--- src/rtl/mem_bus_scheduler_if.sv ---
// Request/response and memory-bus signal bundle for mem_bus_scheduler.
// The slave modport is the scheduler. The master modport is the CPU plus memory side.
interface mem_bus_scheduler_if;
   logic [31:0] instr_address_in;
   logic        instr_read_in;
   logic [31:0] instr_read_value_out;
   logic        instr_ready;
   logic [31:0] data_address_in;
   logic        data_read_in;
   logic        data_write_in;
   logic [3:0]  data_write_mask_in;
   logic [31:0] data_write_value_in;
   logic [31:0] data_read_value_out;
   logic        data_ready;
   logic [31:0] address_out;
   logic        read_out;
   logic        write_out;
   logic [3:0]  write_mask_out;
   logic [31:0] write_value_out;
   logic [31:0] read_value_in;
   logic        mem_ready_in;
   logic        bus_error_out;

   modport slave (
      input  instr_address_in, instr_read_in,
      input  data_address_in, data_read_in, data_write_in,
      input  data_write_mask_in, data_write_value_in,
      input  read_value_in, mem_ready_in,
      output instr_read_value_out, instr_ready,
      output data_read_value_out, data_ready,
      output address_out, read_out, write_out, write_mask_out, write_value_out,
      output bus_error_out
   );

   modport master (
      output instr_address_in, instr_read_in,
      output data_address_in, data_read_in, data_write_in,
      output data_write_mask_in, data_write_value_in,
      output read_value_in, mem_ready_in,
      input  instr_read_value_out, instr_ready,
      input  data_read_value_out, data_ready,
      input  address_out, read_out, write_out, write_mask_out, write_value_out,
      input  bus_error_out
   );
endinterface

--- src/rtl/mem_bus_scheduler.sv ---
// Shares one multi-cycle memory bus between instruction fetch and load/store. Data has priority, with a starvation guard for fetch.
// Define BUS_TIMEOUT_EN to abort a grant after TIMEOUT_CYCLES cycles without mem_ready_in.
module mem_bus_scheduler #(
   parameter int STARVE_LIMIT   = 4,
   parameter int TIMEOUT_CYCLES = 64
) (
   input logic           clk,
   input logic           reset,
   mem_bus_scheduler_if.slave bus
);
   typedef enum logic [1:0] {IDLE, GRANT_I, GRANT_D} state_t;

   state_t      state_reg, state_next;
   logic [3:0]  starve_reg, starve_next;
   logic [31:0] address_reg, address_next;
   logic        read_reg, read_next;
   logic        write_reg, write_next;
   logic [3:0]  mask_reg, mask_next;
   logic [31:0] value_reg, value_next;

   logic        granted;
   logic        timeout;
   logic        done;
   logic        data_req;
   logic        fetch_forced;
   logic [31:0] resp_value;

   assign granted = (state_reg != IDLE);

`ifdef BUS_TIMEOUT_EN
   localparam int WAIT_W = ($clog2(TIMEOUT_CYCLES + 1) > 8) ? $clog2(TIMEOUT_CYCLES + 1) : 8;
   logic [WAIT_W-1:0] wait_reg, wait_next;

   // Fires in the grant cycle that would bring the wait count to TIMEOUT_CYCLES.
   assign timeout = granted && !bus.mem_ready_in &&
                    (wait_reg == WAIT_W'(TIMEOUT_CYCLES - 1));

   always_comb begin
      wait_next = wait_reg;
      if (!granted)
         wait_next = '0;
      else if (!bus.mem_ready_in)
         wait_next = wait_reg + 1'b1;
   end

   always_ff @(posedge clk) begin
      if (reset)
         wait_reg <= '0;
      else
         wait_reg <= wait_next;
   end
`else
   assign timeout = 1'b0;
`endif

   // Ready is suppressed while reset is asserted so an aborted grant never completes.
   assign done       = granted && !reset && (bus.mem_ready_in || timeout);
   assign resp_value = timeout ? 32'hFFFF_FFFF : bus.read_value_in;

   assign bus.instr_ready          = done && (state_reg == GRANT_I);
   assign bus.data_ready           = done && (state_reg == GRANT_D);
   assign bus.instr_read_value_out = bus.instr_ready ? resp_value : 32'h0;
   assign bus.data_read_value_out  = bus.data_ready ? resp_value : 32'h0;
   assign bus.bus_error_out        = done && timeout;

   assign bus.address_out     = address_reg;
   assign bus.read_out        = read_reg;
   assign bus.write_out       = write_reg;
   assign bus.write_mask_out  = mask_reg;
   assign bus.write_value_out = value_reg;

   assign data_req     = bus.data_read_in || bus.data_write_in;
   assign fetch_forced = bus.instr_read_in && (starve_reg == 4'(STARVE_LIMIT));

   always_comb begin
      state_next   = state_reg;
      starve_next  = starve_reg;
      address_next = address_reg;
      read_next    = read_reg;
      write_next   = write_reg;
      mask_next    = mask_reg;
      value_next   = value_reg;
      case (state_reg)
         IDLE: begin
            if (data_req && !fetch_forced) begin
               state_next   = GRANT_D;
               address_next = bus.data_address_in;
               read_next    = bus.data_read_in && !bus.data_write_in;
               write_next   = bus.data_write_in;
               mask_next    = bus.data_write_mask_in;
               value_next   = bus.data_write_value_in;
               if (!bus.instr_read_in)
                  starve_next = 4'd0;
               else if (starve_reg != 4'(STARVE_LIMIT))
                  starve_next = starve_reg + 4'd1;
            end else if (bus.instr_read_in) begin
               state_next   = GRANT_I;
               address_next = bus.instr_address_in;
               read_next    = 1'b1;
               write_next   = 1'b0;
               mask_next    = 4'h0;
               value_next   = 32'h0;
               starve_next  = 4'd0;
            end
         end
         GRANT_I, GRANT_D: begin
            if (bus.mem_ready_in || timeout) begin
               state_next = IDLE;
               read_next  = 1'b0;
               write_next = 1'b0;
               mask_next  = 4'h0;
            end
         end
         default: state_next = IDLE;
      endcase
   end

   always_ff @(posedge clk) begin
      if (reset) begin
         state_reg   <= IDLE;
         starve_reg  <= 4'd0;
         address_reg <= 32'h0;
         read_reg    <= 1'b0;
         write_reg   <= 1'b0;
         mask_reg    <= 4'h0;
         value_reg   <= 32'h0;
      end else begin
         state_reg   <= state_next;
         starve_reg  <= starve_next;
         address_reg <= address_next;
         read_reg    <= read_next;
         write_reg   <= write_next;
         mask_reg    <= mask_next;
         value_reg   <= value_next;
      end
   end
endmodule

--- src/flat_wrapper.sv ---
// flat-port wrapper written by rule: the top's interface ports become plain ports
module mem_bus_scheduler_flat 
#(
   parameter int STARVE_LIMIT   = 4,
   parameter int TIMEOUT_CYCLES = 64
)
  (clk, reset, bus_instr_address_in, bus_instr_read_in, bus_data_address_in, bus_data_read_in, bus_data_write_in, bus_data_write_mask_in, bus_data_write_value_in, bus_read_value_in, bus_mem_ready_in, bus_instr_read_value_out, bus_instr_ready, bus_data_read_value_out, bus_data_ready, bus_address_out, bus_read_out, bus_write_out, bus_write_mask_out, bus_write_value_out, bus_bus_error_out);
  mem_bus_scheduler_if bus_i ();
  input logic clk;
  input logic reset;
  input wire logic [$bits(bus_i.instr_address_in)-1:0] bus_instr_address_in;
  input wire logic [$bits(bus_i.instr_read_in)-1:0] bus_instr_read_in;
  input wire logic [$bits(bus_i.data_address_in)-1:0] bus_data_address_in;
  input wire logic [$bits(bus_i.data_read_in)-1:0] bus_data_read_in;
  input wire logic [$bits(bus_i.data_write_in)-1:0] bus_data_write_in;
  input wire logic [$bits(bus_i.data_write_mask_in)-1:0] bus_data_write_mask_in;
  input wire logic [$bits(bus_i.data_write_value_in)-1:0] bus_data_write_value_in;
  input wire logic [$bits(bus_i.read_value_in)-1:0] bus_read_value_in;
  input wire logic [$bits(bus_i.mem_ready_in)-1:0] bus_mem_ready_in;
  output wire logic [$bits(bus_i.instr_read_value_out)-1:0] bus_instr_read_value_out;
  output wire logic [$bits(bus_i.instr_ready)-1:0] bus_instr_ready;
  output wire logic [$bits(bus_i.data_read_value_out)-1:0] bus_data_read_value_out;
  output wire logic [$bits(bus_i.data_ready)-1:0] bus_data_ready;
  output wire logic [$bits(bus_i.address_out)-1:0] bus_address_out;
  output wire logic [$bits(bus_i.read_out)-1:0] bus_read_out;
  output wire logic [$bits(bus_i.write_out)-1:0] bus_write_out;
  output wire logic [$bits(bus_i.write_mask_out)-1:0] bus_write_mask_out;
  output wire logic [$bits(bus_i.write_value_out)-1:0] bus_write_value_out;
  output wire logic [$bits(bus_i.bus_error_out)-1:0] bus_bus_error_out;
  assign bus_i.instr_address_in = bus_instr_address_in;
  assign bus_i.instr_read_in = bus_instr_read_in;
  assign bus_i.data_address_in = bus_data_address_in;
  assign bus_i.data_read_in = bus_data_read_in;
  assign bus_i.data_write_in = bus_data_write_in;
  assign bus_i.data_write_mask_in = bus_data_write_mask_in;
  assign bus_i.data_write_value_in = bus_data_write_value_in;
  assign bus_i.read_value_in = bus_read_value_in;
  assign bus_i.mem_ready_in = bus_mem_ready_in;
  assign bus_instr_read_value_out = bus_i.instr_read_value_out;
  assign bus_instr_ready = bus_i.instr_ready;
  assign bus_data_read_value_out = bus_i.data_read_value_out;
  assign bus_data_ready = bus_i.data_ready;
  assign bus_address_out = bus_i.address_out;
  assign bus_read_out = bus_i.read_out;
  assign bus_write_out = bus_i.write_out;
  assign bus_write_mask_out = bus_i.write_mask_out;
  assign bus_write_value_out = bus_i.write_value_out;
  assign bus_bus_error_out = bus_i.bus_error_out;
  mem_bus_scheduler #(.STARVE_LIMIT(STARVE_LIMIT), .TIMEOUT_CYCLES(TIMEOUT_CYCLES)) u_core (.clk(clk), .reset(reset), .bus(bus_i));
endmodule
--- config.mk ---
export PLATFORM = sky130hd
export DESIGN_NAME = mem_bus_scheduler_flat
export DESIGN_NICKNAME = d
export VERILOG_FILES = /design/src/rtl/mem_bus_scheduler_if.sv /design/src/rtl/mem_bus_scheduler.sv /design/src/flat_wrapper.sv
export SDC_FILE = /design/constraint.sdc
export NUM_CORES = 1
export LEC_CHECK = 0
export ABC_CLOCK_PERIOD_IN_PS = 2100
export CAP_MARGIN = 20
export CORE_ASPECT_RATIO = 2
export CORE_MARGIN = 4
export CORE_UTILIZATION = 30
export CTS_BUF_LIST = sky130_fd_sc_hd__clkbuf_8
export DETAILED_ROUTE_END_ITERATION = 10
export HOLD_SLACK_MARGIN = 0.08
export PLACE_DENSITY = 0.91
export REMOVE_ABC_BUFFERS = 1
export SLEW_MARGIN = 25
export SYNTH_ARGS = -nofsm -noshare
export SYNTH_HDL_FRONTEND = slang
export SYNTH_SLANG_ARGS = --single-unit
export TNS_END_PERCENT = 10
--- constraint.sdc ---
create_clock -name clk -period 2.1 [get_ports clk]
set_clock_uncertainty 0.05 [all_clocks]
set_input_delay 0.21 -clock clk [delete_from_list [all_inputs] [get_ports clk]]
set_output_delay 0.21 -clock clk [all_outputs]
set_load 0.02 [all_outputs]
* Yosys cells after proc, flatten, opt, wreduce, memory -nomap -nowiden
Index checks and enable logic that the tools add are counted.
** Storage, ports and cells
- Latch bits :: 0
- Flip-flop bits (word level) :: 76
- Word-level logic and storage cells :: 59
- Memories :: 0
- Output and inout bits :: 137
- Bits in read-only memories :: 0
- Input bits :: 138
- Bits in writable memories :: 0
** Cells by class
- Order comparisons :: 0
- Muxes and demuxes :: 24
- $add $sub $neg :: 1
- Bitwise operators :: 0
- Multipliers :: 0
- Div/mod/pow operators :: 0
- Reductions and logical operators :: 20
- Shifts and indexed selects :: 0
- Equality and inequality tests :: 7
** Operators with widths (count)
- 32-bit 2-to-1 mux :: 6
- 4-bit 2-to-1 mux :: 6
- 4-bit one-hot mux with 2 select lines :: 1
- 1-bit logical AND :: 7
- 2-bit 2-to-1 mux :: 3
- 3-bit AND reduction :: 2
- 2-bit nonzero test :: 3
- 1-bit 2-to-1 mux :: 5
- 4-bit by 1-bit adder with 4-bit output (second input constant) :: 1
- 4-bit by 3-bit == test with 1-bit output (second input constant) :: 1
- 4-bit by 3-bit inequality test with 1-bit output (second input constant) :: 1
- 1-bit one-hot mux with 2 select lines :: 2
- 2-bit one-hot mux with 2 select lines :: 1
- 2-bit AND reduction :: 2
- 1-bit zero test :: 3
- 3-bit by 2-bit inequality test with 1-bit output (second input constant) :: 1
- 3-bit inequality test (second input constant) :: 1
- 2-bit by 1-bit == test with 1-bit output (second input constant) :: 1
- 2-bit == test (second input constant) :: 1
- 2-bit zero test :: 1
- 2-bit inequality test (second input constant) :: 1
- 2-bit OR reduction :: 1
- 1-bit logical OR :: 1

* Depth between registers and ports, before layout
Gate-level depths: netlist (run 1).
- Depth after elaboration :: 6
- Mapped depth :: 9
- Mapped depth without buffers :: 6

* Worst setup path before layout (run 1)
Ideal clock, no wire load.
- Kind :: reg2reg
- From :: reg u_core.state_reg[0]
- To :: reg u_core.write_reg (netlist: u_core.bus.write_out)
- Library setup time :: 0.067 ns
- Arrival time :: 1.810 ns
- Buffers on the path :: 1
- Setup slack :: 0.173 ns
- Clock period less this slack :: 1.927 ns
- Stages on the path, launching flop included :: 8
- Data required time :: 1.983 ns
- Path through :: dfxtp_1 -> inv_1 -> ha_1 -> nor2b_1 -> or3_1 -> buf_2 -> or3_1 -> a21oi_2
** On the way
- Word-level cells in the longest chain between the ends :: 4
- Elaborated cells between the ends (all ways) :: 9
- Classes of those cells :: eq/ne: 4; mux: 1; reduce/logical: 4
** RTL lines
- start, declared :: RTL line mem_bus_scheduler.sv:13 : state_t state_reg, state_next;
- start signal, assigned :: RTL line mem_bus_scheduler.sv:128 : state_reg <= state_next;
- 2-bit == test or 2-bit by 1-bit == test with 1-bit output (tied branches) :: RTL line mem_bus_scheduler.sv:83 : case (state_reg)
- 2-bit OR reduction :: RTL line mem_bus_scheduler.sv:83
- 2-bit inequality test (no line) or 2-bit nonzero test (tied branches)
- 3-bit AND reduction (no line)
- end signal, assigned :: RTL line mem_bus_scheduler.sv:132 : write_reg <= write_next;
- end, declared :: RTL line mem_bus_scheduler.sv:17 : logic write_reg, write_next;
Parallel ways exist; a longest one is shown, timed or not.
A chain may end at the register's enable or synchronous reset.

* Final worst setup path (run 1)
- From :: reg u_core.state_reg[0]
- To :: out bus_instr_read_value_out[14]
** On the way
- Word-level cells in the longest chain between the ends :: 5
- Elaborated cells between the ends (all ways) :: 6
- Classes of those cells :: eq/ne: 1; mux: 1; reduce/logical: 4
** RTL lines
- 2-bit nonzero test :: RTL line mem_bus_scheduler.sv:28 : assign granted = (state_reg != IDLE);
- 1-bit logical AND (2 in a row) :: RTL line mem_bus_scheduler.sv:57 : assign done = granted && !reset && (bus.mem_ready_in || timeout);
- 1-bit logical AND (*) :: RTL line mem_bus_scheduler.sv:60 : assign bus.instr_ready = done && (state_reg == GRANT_I);
- 32-bit 2-to-1 mux (*) :: RTL line mem_bus_scheduler.sv:62 : assign bus.instr_read_value_out = bus.instr_ready ? resp_value : 32'h0;
- end, declared :: RTL line flat_wrapper.sv:20 : output wire logic [$bits(bus_i.instr_read_value_out)-1:0] bus_instr_read_value_out;
Mark *: on every way between the ends. The rest lies on a longest branch, timed or not.

==> results_dict.tcl, run 1 <==
set metrics [dict create \
    run_status "complete, no violations" \
    max_fclk_ghz 0.487 \
    std_cell_rows 53 \
    setup.worst_path.class "reg2out" \
    synth_simple_gate_area_share 0.191 \
    core_region_area_sq_um 10600 \
    cts_num_sinks 76 \
    grt_antenna_before_repair 0 \
    critical_path_arrival_ns 1.79 \
    synth_top_area_cell "dfxtp_1" \
    cts_made_buffers 9 \
    design.die.area_sq_um 12800 \
    worstHoldPathType "in2reg" \
    share_seq_of_total_power 0.420 \
    slew_limit_headroom 0.653 \
    detailroute.wirelength.met3_microns 1010 \
    syn2layout_area_growth_pct 89.7 \
    postSynthCellCount 329 \
    initial_utilization 0.309 \
    synth_fa_ha_area_frac 0.0229 \
    synthMuxAreaShare 0 \
    highest_layer "met4" \
    cts_setup_buffers 0 \
    yosys_register_bits 76 \
    post_synth_main_area_contributors "dfxtp_1 46%, a22o_1 18%, and2_1 12%" \
    critical_path.endpoint_type "output port" \
    place.port_buffers 273 \
    worstPathRequired_ns 1.84 \
    grt_start_max_net_pins 50 \
    clock_latency_reported_for_the_late_side_of_the_worst_skew_pair_ns 0.33 \
    post-route-drc-count 0 \
    cts.reportedPaths.clkPinSlew_ns 0.08 \
    crit_path_start_kind "register" \
    globalplace.congestion 0.854 \
    detailed_place.area_sq_um 6260 \
    final_layout_size_suffix_gt1_frac 0.184 \
    floorplan.io_pins 275 \
    postRouteAntennaNets 0 \
    post_drt_via_cell_ratio 4.90 \
    final_setup_violation_count 0 \
    final_worst_path_period_share 0.978 \
    synth_cell_type_count 32 \
    drt_wl_total_microns 14200 \
    clock_power_share 0.274 \
    finalWorstPathRequiredPeriod_ns 2.05 \
    sw_frac_of_total 0.288 \
    power_report.internal_total_mw 2.84 \
    wl_met2_microns 8020 \
    root_buffer "clkbuf_8" \
    vias 3648 \
    power_switching_mw 1.15 \
    synth_compound_gate_area_share 0.277 \
    synth.cell_area_sq_um 3280 \
    cts_htree_levels 3 \
    synth.top_cell.area_share 0.463 \
    synth_top_family_by_area "compound AO/OA/AOI/OAI gates" \
    synth.yosys.seq_area_share 0.463 \
    gr-total-overflow 0 \
    first_global_vias 4020 \
    detail_route.iter0.violations 91 \
    dp_hpwl_microns 11300 \
    ir_drop_mv 0.334 \
    cellLeakagePower_nw 2.89 \
    global_route_wire_length_before_repair_microns 20800 \
    power_density_over_cell_area_nw_per_um2 641 \
    slew_violations 0 \
    grt_usage 0.215 \
    synth.yosys.warnings 0 \
    timing_hold_violations_final 0 \
    tritoncts "built" \
    floorplan.die.height_microns 156 \
    finish.instance_area_sq_um 6230 \
    die_width_microns 82.0 \
    synth.avg_cell_area_sq_um 9.98 \
    finalNetCount 748 \
    setup_tns_ns 0 \
    firstDrtPassIters 4 \
    worstMarginPinSlew_ns 0.513 \
    power_frac_comb 0.306 \
    routedWlPerCell_microns 19.0 \
    cts_buffer_depth 2 \
    post_synth_xor_area_fraction 0 \
    crit_path_max_fanout 8 \
    insertedDiodeCount 0 \
    rsz0062_at_grt "true" \
    timing.max_cap.violations 0 \
    wl_met1_microns 4540 \
]
==> critical path, cell delays in order (launching register included) <==
cell and delay, ns:
dfxtp_2 0.33, inv_1 0.06, ha_2 0.20, and4bb_4 0.40
clkbuf_16 0.17, and2_1 0.12, buf_2 0.17
==> what timing repair did <==
item / in CTS / in global routing
gates cloned: 0 / 2
pin swaps: 0 / 2
gates resized for setup: 257 / 29
endpoints found under the setup margin: 66 / 80
hold buffers: 0 / 0
hold endpoints to repair: 0 / 0
==> worst paths after layout <==
kind | start | to | slack (ns) | cells past startpoint
setup / recovery | u_core.state_reg[0] | bus_instr_read_value_out[14] | 0.05 | 6
hold / removal | bus_instr_address_in[31] | u_core.bus.address_out[31] | 0.39 | 2
setup reg to reg | u_core.state_reg[0] | u_core.bus.address_out[13] | 0.16 | 8
hold reg to reg | u_core.bus.write_mask_out[3] | u_core.bus.write_mask_out[3] | 0.40 | 2
==> cell usage after synthesis, drive strengths merged <==
cell type  count
a21o          33
a21oi          6
a22o          66
a22oi          1
a32o           2
and2          64
and4b          1
and4bb         2
buf           15
clkbuf        12
conb           1
dfxtp         76
ha             6
inv            4
nand2          9
nand2b         2
nand3          5
nor2           9
nor2b          2
nor3           4
nor4           1
nor4b          2
o21ai          1
o21ba          1
o31a           1
or2b           1
or3            2
==> placed cells by master (no fill, tap or decap), types with 2 or more instances in the layout <==
cell / count
clkbuf_16: 2
nor3_1: 3
inv_1: 4
nand3_1: 5
a21oi_1: 5
buf_12: 5
and2_1: 62
nand2b_1: 2
clkbuf_2: 2
and2_4: 2
buf_6: 2
ha_1: 5
dfxtp_2: 2
a32o_1: 2
nand2_1: 9
buf_4: 25
a21o_1: 33
buf_2: 48
clkdlybuf4s50_1: 207
a22o_1: 66
clkbuf_8: 10
nor2_1: 7
clkinv_2: 3
dfxtp_1: 74
nor2b_1: 2
or3_1: 2
==> power by group through the flow <==
stage / logic [mW] / registers, mW / clock network, mW
6_report: 1.22 / 1.68 / 1.10
2_1_floorplan: 0.324 / 1.87 / 0
5_1_grt: 1.29 / 1.69 / 1.19
4_1_cts: 1.23 / 1.67 / 1.14
3_3_place_gp: 1.20 / 1.70 / 0
3_5_place_dp: 1.23 / 1.70 / 0
==> area by class of cell <==
class	instances	area, sq um
inverters	4	15.0
clock inverters	5	52.6
repair buffers	291	2680
multi-input cells	222	1650
flip-flops and latches	76	1520
clock buffers	10	138
well taps	137	171
fillers	959	4380
==> stage by stage <==
stage / util / cells / setup WS, ns / hold WS, ns / power (mW)
floorplan: - / 302 / -1.28 / 0.222 / 2.20
global placement: 0.590 / 728 / -0.146 / 0.389 / 2.90
detailed placement: 0.590 / 728 / -0.155 / 0.401 / 2.94
CTS: 0.579 / 743 / -0.0514 / 0.366 / 4.04
global route: 0.587 / 745 / -0.0208 / 0.370 / 4.18
finish: 0.587 / 745 / 0.0459 / 0.392 / 3.99
==> per-layer routing <==
layer	global-route usage	up-vias
met5	0	-
met4	0.0998	0
met3	0.0572	43
met2	0.408	198
met1	0.205	1688
li1	-	1719
==> logic make-up after synthesis <==
logic type	count (synthesis)
flops	76
simple gates	104
other cells	1
compound gates	111
fa+ha+maj	6
buf+inv	31
Power figures use the tool's default switching activity.
==> run 2, diff against run 1 <==
- GPL_ROUTABILITY_DRIVEN: not set -> 0
==> results of run 2 <==
Final layout, timing and power as in run 1 (identical DEF).
==> run 3, diff against run 2 <==
- CAP_MARGIN: 20 -> not set
==> results of run 3 <==
Final layout, timing and power as in run 1 (identical DEF).
==> RTL edit (settings of run 2) <==
Take the reset off `address_reg` and `value_reg` and load them in a clocked block of their own.
--- a/src/rtl/mem_bus_scheduler.sv
+++ b/src/rtl/mem_bus_scheduler.sv
@@ -120,18 +120,19 @@
          state_reg   <= IDLE;
          starve_reg  <= 4'd0;
-         address_reg <= 32'h0;
          read_reg    <= 1'b0;
          write_reg   <= 1'b0;
          mask_reg    <= 4'h0;
-         value_reg   <= 32'h0;
       end else begin
          state_reg   <= state_next;
          starve_reg  <= starve_next;
-         address_reg <= address_next;
          read_reg    <= read_next;
          write_reg   <= write_next;
          mask_reg    <= mask_next;
-         value_reg   <= value_next;
       end
+   end
+
+   always_ff @(posedge clk) begin
+      address_reg <= address_next;
+      value_reg   <= value_next;
    end
 endmodule
Formal check against the unedited RTL: not equivalent (a bounded check fails within 4 cycles, from zero or initial values and one cycle with reset high).
==> RTL edit against run 2 <==
Synthesized area rose by 12%. Setup slack gained 39 ps. Power up 9.9%. Sequential share of layout area increased by 7.9 points. Worst hold slack gained 11 ps. First-iteration DRC count is 29% higher. Critical path depth stayed put. Clock power is 5% higher. Global-route usage decreased by 5.6 points. Cell area up 7.3%. Routed wire length decreased by 13%. Sequential cell count stayed put. Critical path type unchanged. Critical endpoint is now bus_instr_read_value_out[27].
==> RTL edit: results (changes against run 2) <==
\begin{tabular}{lr}
\hline
Metric & Value \\
\hline
\multicolumn{2}{l}{\textbf{Status}} \\
\quad Result of the run & complete, no violations \\
\multicolumn{2}{l}{\textbf{Detailed routing}} \\
\quad First-iteration detailed-routing DRC count & 117 (+29\%) \\
\quad Via-per-instance ratio & 4.59 (-6.3\%) \\
\quad Total wire length after detailed routing & 12.3 mm (-13\%) \\
\quad Length of routed met2 wiring & 6.81 mm (-15\%) \\
\quad Highest layer used for signal routing & met5 \\
\multicolumn{2}{l}{\textbf{Power}} \\
\quad Power in the clock group & 1150 uW (+5\%) \\
\quad Overall power consumption & 4390 uW (+9.9\%) \\
\quad Worst supply voltage drop on vdd & 385 uV (+15\%) \\
\quad Sw Ratio & 26.3\% (-2.5 points) \\
\multicolumn{2}{l}{\textbf{Placed design}} \\
\quad DP Wirelength & 9.87 mm (-12\%) \\
\multicolumn{2}{l}{\textbf{Global route}} \\
\quad Via count of the first global-routing pass & 3541 (-12\%) \\
\quad Global-route total usage across every layer & 16.0\% (-5.6 points) \\
\quad Maximum number of pins on one net before global-route repair & 65 (+30\%) \\
\quad Antenna violations before repair & 1 (+1) \\
\multicolumn{2}{l}{\textbf{Setup path}} \\
\quad Timing endpoint of the critical path & bus\_instr\_read\_value\_out[27] \\
\quad R2r worst-path depth & 6 (-2) \\
\quad Capture point of the worst reg-to-reg path & u\_core.bus.address\_out[0]\$\_DFFE\_PP\_ \\
\quad R2R Path Start & u\_core.starve\_reg[0]\$\_SDFFE\_PP0P\_ \\
\quad Data arrival time at the worst-slack endpoint & 1760 ps (-30 ps) \\
\multicolumn{2}{l}{\textbf{Synth}} \\
\quad Number of distinct library cells after synthesis & 34 (+6.3\%) \\
\quad Main synth FF type & sky130\_fd\_sc\_hd\_\_edfxtp\_1 \\
\quad Share of synthesized area occupied by flip-flops and latches & 59.0\% (+13 points) \\
\quad Share of synthesized area spent on multiplexers & 10.1\% (+10 points) \\
\quad Commonest cells in the netlist & 97 x sky130\_fd\_sc\_hd\_\_and2\_1, 64 x sky130\_fd\_sc\_hd\_\_edfxtp\_1, 32 x sky130\_fd\_sc\_hd\_\_mux2\_2 \\
\quad Area fraction in compound gates after synthesis & 3.58\% (-24 points) \\
\quad Ranking of synthesized cells by area & sky130\_fd\_sc\_hd\_\_edfxtp\_1 52\%, sky130\_fd\_sc\_hd\_\_and2\_1 17\%, sky130\_fd\_sc\_hd\_\_mux2\_2 9.8\% \\
\multicolumn{2}{l}{\textbf{Timing}} \\
\quad Relative slew margins & 65.8\% (+0.46 points) \\
\quad Hold Slack & 403 ps (+11.0 ps) \\
\quad Part of the cycle the worst path needs & 96.0\% (-1.8 points) \\
\multicolumn{2}{l}{\textbf{Hold path}} \\
\quad Hold\_sp & bus\_data\_write\_mask\_in[1] \\
\hline
\end{tabular}
RTL edit: area by class of cell:
class / instances / area, sq um
Timing Repair Buffer: 288 / 2710
Fill cell: 974 / 5160
Tap cell: 145 / 181
Multi-Input combinational cell: 189 / 1400
Clock inverter: 7 / 85.1
Sequential cell: 76 / 2160
Inverter: 7 / 26.3
Clock buffer: 9 / 124
RTL edit: timing repair:
item,in CTS,in global routing
hold buffers,0,0
pin swaps,0,1
endpoints found under the setup margin,65,54
gates resized for setup,250,34
cloned,0,3
RTL edit: routing by layer:
layer / GRT usage, % / up-vias
met2: 31.8 / 246
met4: 6.67 / 2
li1: - / 1566
met5: 0 / -
met3: 5.12 / 25
met1: 14.0 / 1468
RTL edit: stage by stage:
stage | cells | cell area, sq um | TNS, ps
2_1_floorplan | 272 | 3570 | -29900
3_3_place_gp | 702 | 6650 | -2000
3_5_place_dp | 702 | 6650 | -3820
4_1_cts | 718 | 6560 | -198
5_1_grt | 721 | 6680 | -80.6
6_report | 721 | 6680 | 0
